--- config.mk ---
export PLATFORM = sky130hd
export DESIGN_NAME = plic_gateway_arb
export DESIGN_NICKNAME = d
export VERILOG_FILES = /design/src/rtl/plic_gateway_arb.sv
export SDC_FILE = /design/constraint.sdc
export NUM_CORES = 1
export LEC_CHECK = 0
export CAP_MARGIN = 40
export CORE_ASPECT_RATIO = 1.5
export CORE_MARGIN = 2
export CORE_UTILIZATION = 31
export DETAILED_ROUTE_END_ITERATION = 8
export HOLD_SLACK_MARGIN = 0.02
export PLACE_DENSITY = 0.48
export SETUP_SLACK_MARGIN = 0.3
export SLEW_MARGIN = 20
export SYNTH_ARGS = -nofsm -noshare
export SYNTH_HDL_FRONTEND = slang
export SYNTH_SLANG_ARGS = --single-unit
export TNS_END_PERCENT = 100
--- constraint.sdc ---
create_clock -name clk_i -period 78.5 [get_ports clk_i]
set_input_delay 23.55 -clock clk_i [delete_from_list [all_inputs] [get_ports clk_i]]
set_output_delay 23.55 -clock clk_i [all_outputs]
set_load 0.01 [all_outputs]
--- src/rtl/plic_gateway_arb.sv ---
// Interrupt gateway and multi-target arbiter: synchronises raw lines, tracks per-source
// IDLE/PENDING/INFLIGHT state, and selects the highest-priority enabled source per target.
module plic_gateway_arb #(
  parameter int  IRQ_NUM    = 32,
  parameter int  PRIO_WIDTH = 4,
  parameter int  TGT_NUM    = 2,
  localparam int ID_WIDTH   = $clog2(IRQ_NUM)
) (
  input  logic                          clk_i,
  input  logic                          rst_i,
  input  logic [IRQ_NUM-1:0]            irq_i,
  input  logic [IRQ_NUM-1:0]            edge_i,
  input  logic [IRQ_NUM*PRIO_WIDTH-1:0] prio_i,
  input  logic [TGT_NUM*IRQ_NUM-1:0]    ie_i,
  input  logic [TGT_NUM*PRIO_WIDTH-1:0] thold_i,
  input  logic [TGT_NUM-1:0]            claim_req_i,
  output logic [TGT_NUM*ID_WIDTH-1:0]   claim_rsp_o,
  input  logic [TGT_NUM-1:0]            comp_req_i,
  input  logic [TGT_NUM*ID_WIDTH-1:0]   comp_id_i,
  output logic [IRQ_NUM-1:0]            ip_o,
  output logic [TGT_NUM-1:0]            ext_irq_o
);

  typedef enum logic [1:0] {GW_IDLE, GW_PENDING, GW_INFLIGHT} gw_state_e;

  logic [IRQ_NUM-1:0]    irq_p0, irq_p1, prev_p2, rise;
  gw_state_e             state_q [IRQ_NUM];
  gw_state_e             state_d [IRQ_NUM];
  logic [IRQ_NUM-1:0]    edge_seen_q, edge_seen_d;
  logic [IRQ_NUM-1:0]    claim_hit, comp_hit;
  logic [TGT_NUM-1:0]    grant;
  logic [ID_WIDTH-1:0]   best_id_q [TGT_NUM];
  logic [ID_WIDTH-1:0]   best_id_d [TGT_NUM];
  logic [PRIO_WIDTH-1:0] best_prio [TGT_NUM];
  logic [ID_WIDTH-1:0]   rsp_q [TGT_NUM];

  // Stage p0/p1: two-flop synchroniser; p2: previous sample for edge detection
  always_ff @(posedge clk_i) begin
    if (rst_i) begin
      irq_p0  <= '0;
      irq_p1  <= '0;
      prev_p2 <= '0;
    end else begin
      irq_p0  <= irq_i;
      irq_p1  <= irq_p0;
      prev_p2 <= irq_p1;
    end
  end

  assign rise = irq_p1 & ~prev_p2;

  always_comb begin
    ip_o = '0;
    for (int k = 1; k < IRQ_NUM; k++) ip_o[k] = (state_q[k] == GW_PENDING);
  end

  // Ascending scan with a strict compare keeps the lowest ID on priority ties.
  always_comb begin
    for (int t = 0; t < TGT_NUM; t++) begin
      best_id_d[t] = '0;
      best_prio[t] = '0;
      for (int k = 0; k < IRQ_NUM; k++) begin
        if (ip_o[k] && ie_i[t*IRQ_NUM + k] &&
            (prio_i[k*PRIO_WIDTH +: PRIO_WIDTH] > thold_i[t*PRIO_WIDTH +: PRIO_WIDTH]) &&
            (prio_i[k*PRIO_WIDTH +: PRIO_WIDTH] > best_prio[t])) begin
          best_id_d[t] = ID_WIDTH'(k);
          best_prio[t] = prio_i[k*PRIO_WIDTH +: PRIO_WIDTH];
        end
      end
    end
  end

  // Claims check live PENDING state because best_id lags by a cycle; lower targets win races.
  always_comb begin
    claim_hit = '0;
    grant     = '0;
    for (int t = 0; t < TGT_NUM; t++) begin
      if (claim_req_i[t] && (best_id_q[t] != '0)) begin
        for (int k = 0; k < IRQ_NUM; k++) begin
          if ((best_id_q[t] == ID_WIDTH'(k)) && ip_o[k] && !claim_hit[k]) begin
            claim_hit[k] = 1'b1;
            grant[t]     = 1'b1;
          end
        end
      end
    end
  end

  always_comb begin
    comp_hit = '0;
    for (int t = 0; t < TGT_NUM; t++) begin
      if (comp_req_i[t]) begin
        for (int k = 0; k < IRQ_NUM; k++) begin
          if (comp_id_i[t*ID_WIDTH +: ID_WIDTH] == ID_WIDTH'(k)) comp_hit[k] = 1'b1;
        end
      end
    end
  end

  always_comb begin
    edge_seen_d = edge_seen_q;
    for (int k = 0; k < IRQ_NUM; k++) begin
      state_d[k] = state_q[k];
      case (state_q[k])
        GW_IDLE: begin
          if (edge_i[k] ? rise[k] : irq_p1[k]) state_d[k] = GW_PENDING;
        end
        GW_PENDING: begin
          if (claim_hit[k]) begin
            state_d[k] = GW_INFLIGHT;
            if (edge_i[k] && rise[k]) edge_seen_d[k] = 1'b1;
          end
        end
        GW_INFLIGHT: begin
          if (edge_i[k] && rise[k]) edge_seen_d[k] = 1'b1;
          if (comp_hit[k]) begin
            state_d[k]     = (edge_i[k] && edge_seen_d[k]) ? GW_PENDING : GW_IDLE;
            edge_seen_d[k] = 1'b0;
          end
        end
        default: state_d[k] = GW_IDLE;
      endcase
    end
    state_d[0]     = GW_IDLE;
    edge_seen_d[0] = 1'b0;
  end

  // Stage p3: gateway state, arbitration result and claim responses
  always_ff @(posedge clk_i) begin
    if (rst_i) begin
      edge_seen_q <= '0;
      ext_irq_o   <= '0;
      for (int k = 0; k < IRQ_NUM; k++) state_q[k] <= GW_IDLE;
      for (int t = 0; t < TGT_NUM; t++) begin
        best_id_q[t] <= '0;
        rsp_q[t]     <= '0;
      end
    end else begin
      edge_seen_q <= edge_seen_d;
      for (int k = 0; k < IRQ_NUM; k++) state_q[k] <= state_d[k];
      for (int t = 0; t < TGT_NUM; t++) begin
        best_id_q[t] <= best_id_d[t];
        ext_irq_o[t] <= (best_id_d[t] != '0);
        if (claim_req_i[t]) rsp_q[t] <= grant[t] ? best_id_q[t] : '0;
      end
    end
  end

  always_comb begin
    claim_rsp_o = '0;
    for (int t = 0; t < TGT_NUM; t++) claim_rsp_o[t*ID_WIDTH +: ID_WIDTH] = rsp_q[t];
  end

endmodule

==> flow_metrics.env, run 1 <==
export IMPL_outcome="complete, no violations"
export IMPL_die_y_microns=366.0
export IMPL_peakVddDrop_mv=0.01675
export IMPL_setup_viol=0
export IMPL_min_to="irq_p1[26]$_SDFF_PP0_"
export IMPL_cp_slowest_cell="a211oi_2"
export IMPL_dieArea_sq_um=89800
export IMPL_die_x_microns=245.4
export IMPL_fmax_ghz=0.01352
export IMPL_clk_pin_slew_ps=80
export IMPL_ys_types=116
export IMPL_drive_gt1_share_pct=7.738
export IMPL_drc=0
export IMPL_hold_viol=0
export IMPL_final_nets=4539
export IMPL_final_max_slew_violation_count=0
export IMPL_vias=27200
export IMPL_relSlewSlack_pct=38.42
export IMPL_grt_setup_unrepaired="no"
export IMPL_gp_congestion=0.9373
export IMPL_finalPower_mw=0.4222
export IMPL_grt_max_degree=71
export IMPL_fin_tns_setup_ps=0
export IMPL_cp_required_ps=78920
export IMPL_clock_path_buffers=3
export IMPL_place_hpwl_microns=87880
export IMPL_timing_rr_start="state_q[0][2]$_SDFFE_PP0P_"
export IMPL_slowest_delay_ps=580
export IMPL_end_kind="flop"
export IMPL_cts_hold_buf=0
export IMPL_antenna_found_initial=20
export IMPL_grt_pass1_wl_microns=160100
export IMPL_io_buffer_count=314
export IMPL_worstMarginPinSlew_ps=900.4
export IMPL_start_util_pct=31.30
export IMPL_cts_made_buffers=21
export IMPL_cts_sinks=208
export IMPL_clock_skew_ps=45.97
export IMPL_area_delta_synth_final_pct=19.53
export IMPL_crit_family="compound AO/OA/AOI/OAI gates"
export IMPL_start_kind="input port"
export IMPL_synth_area_sq_um=27090
export IMPL_ios=324
export IMPL_synth_edff_count=10
export IMPL_core_rowCount=132
export IMPL_core_area_sq_um=86540
export IMPL_hold_path_class="flop to flop"
export IMPL_fin_crit_sh_pct=94.24
export IMPL_dr_pass1_iters=6
export IMPL_synth_top_area_cell="ha_1"
export IMPL_first_global_vias=26760
export IMPL_yosys_warnings=0
export IMPL_root_buffer="clkbuf_16"
export IMPL_seq_area_frac_synth_pct=15.74
export IMPL_synth_top_area_share_pct=20.14
export IMPL_period_needed_ps=73980
export IMPL_min_from="irq_p0[26]$_SDFF_PP0_"
export IMPL_worstPathArrival_ps=74390
export IMPL_whs_ps=432.7
export IMPL_r2r_slack_ps=27930
export IMPL_crit_type="input port to flop"
export IMPL_p_leak_nw=13.20
export IMPL_grt_overflow=0
export IMPL_rr_worst_depth=246
export IMPL_synthArstFlopShare_pct=0
export IMPL_viasPerCell=5.458
export IMPL_clk_insertion_delay_late_ps=540
export IMPL_synthTopCellsByArea="ha_1 20%, dfxtp_1 15%, nor2b_1 4.7%"
export IMPL_synth_ff_type="dfxtp_1"
export IMPL_path_buf_inv=26
export IMPL_track_usage_pct=22.99
export IMPL_fillers=9292
export IMPL_cts_tree="built"
export IMPL_critPathMaxFanout=17
export IMPL_synth_cells=3537
export IMPL_routedWlPerCell_microns=21.52
export IMPL_final_util_pct=37.41
export IMPL_avgSynthCellArea_sq_um=7.658
export IMPL_maxCapViolCount=0
export IMPL_powerDensity_nw_per_um2=13.04
export IMPL_wirelength_microns=107200
export IMPL_htree_levels=1
export IMPL_ys_ff_latch=208
export IMPL_hold_depth=1
export IMPL_synthesis_nets=4253
export IMPL_stdcell_area_sq_um=32380
export IMPL_ant_nets=0
export IMPL_crit_top_cell="ha_1"
export IMPL_drt_iter0_markers=1261
export IMPL_place_area_sq_um=31510
export IMPL_worstReg2RegEnd="ext_irq_o[0]$_SDFF_PP0_"
[Yosys cell counts (all sizes together), types with 64 or more instances]
cell	n
nand2b	77
ha	436
dfxtp	198
nor2b	205
nand4	85
a21oi	243
clkbuf	73
nor2	279
nand3	97
mux2	83
inv	280
o21a	88
o21ai	216
nand2	260
a21o	65
mux2i	64
[per-layer routing]
layer	global-route usage (%)	wire [microns]	vias up	share of wire [%]
met2	44.01	55970	577	52
met3	2.432	4516	195	4.2
met5	0	143	-	0.13
met4	8.648	4404	24	4.1
li1	-	-	13640	-
met1	25.64	42200	12770	39
[cell usage in the layout (no fill, tap or decap), types with 29 or more instances in the layout]
cell type          n
a211oi_1          37
a21o_1            65
a21oi_1          240
a22oi_1           34
a31oi_1           43
and2_1            42
and3_1            34
buf_4             58
clkdlybuf4s50_1  311
dfxtp_1          198
ha_1             436
inv_1            272
mux2_2            73
mux2i_1           60
nand2_1          258
nand2b_1          77
nand3_1           97
nand4_1           85
nor2_1           277
nor2b_1          203
nor3_1            58
o2111ai_1         34
o21a_1            88
o21ai_0          205
o22ai_1           31
or2_2             29
[area by class of cell]
type / instances / area [sq um] / area share, %
multi-input cells: 2932 / 21310 / 65.83
well taps: 1139 / 1425 / 4.402
flip-flops and latches: 208 / 4264 / 13.17
repair buffers: 376 / 3622 / 11.19
diodes: 7 / 17.52 / 0.05410
clock inverters: 8 / 78.83 / 0.2435
clock buffers: 30 / 589.3 / 1.820
inverters: 284 / 1066 / 3.293
[kinds of logic (layout without fill, tap and decap cells)]
group	count (synthesis)	count (layout)	share of synthesized area, %
compound gates	1048	1048	26.63
xor+xnor	34	34	1.099
simple gates	1250	1250	23.64
fa+ha+maj	449	449	20.63
other cells	1	8	0.01384
buf+inv	397	698	6.005
mux	150	150	6.236
flops	208	208	15.74
[through the flow]
stage | instances | setup slack (ps)
2_1_floorplan | 3537 | 10110
3_5_place_dp | 4929 | 2131
4_1_cts | 4967 | 2505
5_1_grt | 4981 | 286.1
3_3_place_gp | 4924 | 2174
6_report | 4984 | 4523
[where the power goes]
group          switching [mW]  total, mW  internal [mW]  leakage (nW)
logic                   0.117      0.203         0.0867          11.1
clock network          0.0451      0.101         0.0561         0.327
registers             0.00626      0.118          0.112          1.73
total                   0.168      0.422          0.254          13.2
[repair_timing]
item / CTS / global route
setup buffers: 0 / 9
resized for setup: 0 / 21
setup endpoints to repair: 0 / 11
[registers in the layout, indices dropped and copies added (netlist names)]
register / flops
rsp_q: 10
irq_p0: 31
irq_p1: 31
best_id_q: 10
prev_p2: 31
ext_irq_o: 2
state_q: 62
edge_seen_q: 31
[worst max-delay path by stage]
stage,depth (start not counted),end,from
finish,239,best_id_q[0][9]$_SDFF_PP0_,thold_i[5]
global route,255,ext_irq_o[0]$_SDFF_PP0_,prio_i[5]
CTS,253,ext_irq_o[0]$_SDFF_PP0_,prio_i[5]
detailed placement,253,ext_irq_o[0]$_SDFF_PP0_,prio_i[5]
global placement,254,best_id_q[0][4]$_SDFF_PP0_,prio_i[5]
floorplan,242,ext_irq_o[0]$_SDFF_PP0_,thold_i[3]
Note: power is estimated with default switching activity, not from simulation.
==> run 2, diff against run 1 <==
- CORE_MARGIN: 2 -> default
- REMOVE_ABC_BUFFERS: default -> 1
==> run 2 against run 1 <==
Effect of this change: final area about the same; register-to-register slack got worse by 140 ps; global-route usage rose by 0.48 points.
==> flow_metrics.env, run 2 (synthesis results as in run 1) <==
export IMPL_outcome="complete, no violations"
export IMPL_grt_setup_unrepaired="no"
export IMPL_ios=324
export IMPL_final_max_slew_violation_count=0
export IMPL_clk_pin_slew_ps=60
export IMPL_cts_made_buffers=21
export IMPL_fillers=9207
export IMPL_wirelength_microns=106900
export IMPL_period_needed_ps=74150
export IMPL_dieArea_sq_um=88590
export IMPL_drive_gt1_share_pct=7.529
export IMPL_min_from="irq_p0[30]$_SDFF_PP0_"
export IMPL_crit_top_cell="ha_1"
export IMPL_worstReg2RegEnd="ext_irq_o[1]$_SDFF_PP0_"
export IMPL_drc=0
export IMPL_cp_slowest_cell="a211oi_2"
export IMPL_critPathMaxFanout=10
export IMPL_die_x_microns=243.4
export IMPL_maxCapViolCount=0
export IMPL_final_common_cell="ha_1"
export IMPL_place_ws_ps=1761
export IMPL_grt_max_degree=54
export IMPL_slowest_delay_ps=520
export IMPL_timing_rr_start="state_q[0][2]$_SDFFE_PP0P_"
export IMPL_cts_tree="built"
export IMPL_core_rowCount=132
export IMPL_stdcell_count=4967
export IMPL_dp_cells=4924
export IMPL_final_cell_mix="436 x ha_1, 311 x clkdlybuf4s50_1, 277 x nor2_1"
export IMPL_drt_iter0_markers=1429
export IMPL_first_global_vias=27280
export IMPL_clk_insertion_delay_late_ps=520
export IMPL_peakVddDrop_mv=0.01488
export IMPL_cts_sinks=208
export IMPL_hold_depth=1
export IMPL_routedWlPerCell_microns=21.52
export IMPL_ant_nets=0
export IMPL_grt_overflow=0
export IMPL_gp_congestion=0.9144
export IMPL_multi_input_area_sq_um=21390
export IMPL_min_to="irq_p1[30]$_SDFF_PP0_"
export IMPL_start_util_pct=31.36
export IMPL_start_kind="input port"
export IMPL_dr_pass1_iters=5
export IMPL_setup_viol=0
export IMPL_die_y_microns=364.0
export IMPL_stdcell_area_sq_um=32390
export IMPL_hold_viol=0
export IMPL_p_leak_nw=13.15
export IMPL_final_util_pct=37.50
export IMPL_relSlewSlack_pct=35.89
export IMPL_grt_pass1_wl_microns=161300
export IMPL_track_usage_pct=23.47
export IMPL_vias=27320
export IMPL_worstPathArrival_ps=74510
export IMPL_end_kind="flop"
export IMPL_regMostFlops="state_q"
export IMPL_whs_ps=434.9
export IMPL_hold_path_class="flop to flop"
export IMPL_worstMarginPinSlew_ps=960.6
export IMPL_final_nets=4527
export IMPL_place_hpwl_microns=87180
export IMPL_fmax_ghz=0.01349
export IMPL_finalPower_mw=0.4270
export IMPL_layout_setup_ws_ps=4354
export IMPL_cp_required_ps=78860
export IMPL_viasPerCell=5.500
export IMPL_io_buffer_count=314
export IMPL_clock_skew_ps=26.25
export IMPL_powerDensity_nw_per_um2=13.18
export IMPL_clock_path_buffers=3
export IMPL_r2r_slack_ps=27790
export IMPL_area_delta_synth_final_pct=19.58
export IMPL_largest_reg_flops=62
export IMPL_cts_hold_buf=0
export IMPL_fin_tns_setup_ps=0
export IMPL_htree_levels=1
export IMPL_register_area_sq_um=4264
export IMPL_fin_crit_sh_pct=94.45
export IMPL_rr_worst_depth=237
export IMPL_antenna_found_initial=16
export IMPL_core_area_sq_um=86380
export IMPL_root_buffer="clkbuf_16"
export IMPL_crit_type="input port to flop"
export IMPL_place_area_sq_um=31460
-- run 2: cell types whose count changed in the layout (fill, tap and decap cells not counted), moves of 4 or more --
cell	change
clkinv_1	+6
diode_2	-4
inv_2	-6
buf_4	-12
-- run 2: what timing repair did --
action,CTS,global route
setup endpoints to repair,0,12
resized for setup,0,34
buffers inserted,0,2
hold endpoints to repair,0,0
-- run 2: worst max-delay path by stage --
stage,start,end,slack (ps),cells past startpoint
floorplan,thold_i[3],ext_irq_o[0]$_SDFF_PP0_,9010,244
global placement,thold_i[1],best_id_q[0][4]$_SDFF_PP0_,1750,255
detailed placement,thold_i[1],best_id_q[0][4]$_SDFF_PP0_,1760,253
CTS,thold_i[1],best_id_q[0][4]$_SDFF_PP0_,2210,253
global route,thold_i[1],best_id_q[0][4]$_SDFF_PP0_,230,253
finish,thold_i[5],ext_irq_o[1]$_SDFF_PP0_,4350,241
-- run 2: cell type report --
class	instances	share of cell area [%]
multi-input combinational	2932	66.04
sequential	208	13.17
timing repair buffer	364	10.87
tap	1139	4.400
inverter	284	3.291
clock buffer	31	1.993
clock inverter	6	0.2125
antenna	3	0.02318
-- run 2: layer usage --
layer / GRT usage, % / vias to the layer above / routed length (microns)
met5: 0 / - / 122
met4: 6.968 / 20 / 3279
met3: 2.349 / 154 / 4017
met2: 45.21 / 590 / 55730
met1: 26.82 / 12950 / 43730
li1: - / 13610 / -
-- run 2: power breakdown --
part           leakage [nW]  switching [mW]  internal [mW]  total, mW
logic                  11.1           0.117         0.0866      0.204
clock network         0.348          0.0440         0.0607      0.105
registers              1.73         0.00689          0.112      0.118
total                  13.1           0.168          0.259      0.427
-- run 2: critical path: cells and delay by family --
kind	cells	cell delay (ps)
simple gates	59	9510
buf+inv	26	2640
fa+ha+maj	38	10870
compound gates	98	20970
mux	20	6920
==> run 3, diff against run 2 <==
- REMOVE_ABC_BUFFERS: 1 -> default
==> run 3 against run 2 <==
Effect of this change: utilization about the same; first-iteration DRC count decreased by 4.1%; clock skew decreased by 9.1 ps; register-to-register slack got worse by 90 ps; final cell count increased by 0.22%; largest cell class unchanged.
==> flow_metrics.env, run 3 (synthesis results as in run 1) <==
export IMPL_path_buf_inv=24
export IMPL_crit_type="input port to flop"
export IMPL_worstMarginPinSlew_ps=888.8
export IMPL_regMostFlops="state_q"
export IMPL_start_util_pct=31.36
export IMPL_fin_crit_sh_pct=94.76
export IMPL_core_rowCount=132
export IMPL_io_buffer_count=314
export IMPL_timing_rr_start="state_q[0][2]$_SDFFE_PP0P_"
export IMPL_final_nets=4537
export IMPL_clock_skew_ps=17.12
export IMPL_p_leak_nw=13.20
export IMPL_final_cell_mix="436 x ha_1, 311 x clkdlybuf4s50_1, 277 x nor2_1"
export IMPL_drc=0
export IMPL_relSlewSlack_pct=39.21
export IMPL_grt_overflow=0
export IMPL_rr_worst_depth=234
export IMPL_wl_met3_microns=3720
export IMPL_grt_max_degree=79
export IMPL_period_needed_ps=74390
export IMPL_crit_family="compound AO/OA/AOI/OAI gates"
export IMPL_met2_length_microns=54860
export IMPL_drt_iter0_markers=1371
export IMPL_grt_setup_unrepaired="yes"
export IMPL_hold_path_class="flop to flop"
export IMPL_gp_congestion=0.9317
export IMPL_worstPathArrival_ps=74750
export IMPL_powerDensity_nw_per_um2=13.26
export IMPL_ant_nets=0
export IMPL_dr_max_layer_used="met5"
export IMPL_cp_required_ps=78860
export IMPL_ios=324
export IMPL_cts_sinks=208
export IMPL_cts_tree="built"
export IMPL_track_usage_pct=23.30
export IMPL_start_kind="input port"
export IMPL_end_kind="flop"
export IMPL_hold_viol=0
export IMPL_cp_slowest_cell="a211oi_2"
export IMPL_final_common_cell="ha_1"
export IMPL_stdcell_area_sq_um=32380
export IMPL_peakVddDrop_mv=0.01559
export IMPL_die_x_microns=243.4
export IMPL_fin_tns_setup_ps=0
export IMPL_setup_viol=0
export IMPL_final_max_slew_violation_count=0
export IMPL_clk_pin_slew_ps=60
export IMPL_root_buffer="clkbuf_16"
export IMPL_dieArea_sq_um=88590
export IMPL_antenna_found_initial=12
export IMPL_hold_depth=1
export IMPL_outcome="complete, no violations"
export IMPL_core_area_sq_um=86380
export IMPL_area_delta_synth_final_pct=19.54
export IMPL_viasPerCell=5.482
export IMPL_slowest_delay_ps=540
export IMPL_cts_made_buffers=22
export IMPL_multi_input_area_sq_um=21290
export IMPL_r2r_slack_ps=27700
export IMPL_critPathMaxFanout=10
export IMPL_clk_insertion_delay_late_ps=530
export IMPL_wirelength_microns=106600
export IMPL_dr_pass1_iters=5
export IMPL_wl_met1_microns=43300
export IMPL_clock_path_buffers=3
export IMPL_place_area_sq_um=31500
export IMPL_crit_top_cell="ha_1"
export IMPL_register_area_sq_um=4264
export IMPL_vias=27290
export IMPL_maxCapViolCount=0
export IMPL_place_hpwl_microns=87000
export IMPL_min_to="irq_p1[27]$_SDFF_PP0_"
export IMPL_die_y_microns=364.0
export IMPL_grt_pass1_wl_microns=158900
export IMPL_largest_reg_flops=62
export IMPL_worstReg2RegEnd="best_id_q[0][8]$_SDFF_PP0_"
export IMPL_htree_levels=1
export IMPL_routedWlPerCell_microns=21.41
export IMPL_min_from="irq_p0[27]$_SDFF_PP0_"
export IMPL_drive_gt1_share_pct=7.742
export IMPL_fillers=9176
export IMPL_first_global_vias=26500
export IMPL_fmax_ghz=0.01344
[run 3: cell count changes in the layout (fill, tap and decap cells not counted), sizes merged]
cell      before  now
buf           52   62
bufinv         1    2
clkbuf        32   28
clkinv        13   10
clkinvlp       1    2
inv          275  281
[run 3: worst max path at each step]
stage	start	endpoint	depth (start not counted)
2_1_floorplan	thold_i[3]	ext_irq_o[0]$_SDFF_PP0_	242
4_1_cts	prio_i[5]	best_id_q[0][4]$_SDFF_PP0_	255
6_report	thold_i[5]	best_id_q[0][8]$_SDFF_PP0_	237
3_5_place_dp	prio_i[5]	best_id_q[0][4]$_SDFF_PP0_	256
3_3_place_gp	prio_i[5]	best_id_q[0][4]$_SDFF_PP0_	254
5_1_grt	prio_i[5]	best_id_q[0][4]$_SDFF_PP0_	257
[run 3: area by class of cell]
type | instances | share of cell area [%]
Timing Repair Buffer | 373 | 11.05
Inverter | 284 | 3.292
Clock buffer | 28 | 1.897
Multi-Input combinational cell | 2932 | 65.76
Antenna cell | 3 | 0.02319
Sequential cell | 208 | 13.17
Tap cell | 1139 | 4.401
Clock inverter | 11 | 0.4057
[run 3: timing repair]
| action | 4_1_cts | 5_1_grt |
|---|---|---|
| gates resized for setup | 0 | 20 |
| setup endpoints to repair | 0 | 11 |
| setup buffers | 0 | 5 |
| endpoints found under the hold margin | 0 | 0 |
| hold buffers | 0 | 0 |
[run 3: per-stage QoR]
step | power, mW | worst slack (ps) | cells | hold WS, ps | utilization, %
after global routing | 0.4615 | 275.8 | 4978 | 443.2 | 37.48
after global placement | 0.3196 | 2231 | 4924 | 417.0 | 36.42
final | 0.4293 | 4111 | 4978 | 433.3 | 37.48
after detailed placement | 0.3203 | 2336 | 4931 | 420.4 | 36.46
after floorplan | 0.2503 | 10110 | 3537 | 413.8 | -
after CTS | 0.4323 | 2690 | 4970 | 436.9 | 37.33
[run 3: where the power goes]
part	internal [mW]	switching [mW]
clock network	0.0628	0.0466
logic	0.0864	0.115
registers	0.112	0.00650
[run 3: routing by layer]
layer / GRT usage, % / up-vias
met1: 26.54 / 12840
li1: - / 13610
met2: 44.12 / 629
met3: 2.025 / 187
met5: 0 / -
met4: 9.335 / 16
[run 3: worst register-to-register path: cells and delay by family, from the launching register on]
| kind | cells | cell delay, ps |
|---|---|---|
| buffers and inverters | 22 | 1990 |
| muxes | 21 | 7710 |
| adders and majority gates | 36 | 9910 |
| and+or+nand+nor | 59 | 9610 |
| DFF | 1 | 350 |
| AOI/OAI and AO/OA | 96 | 21050 |
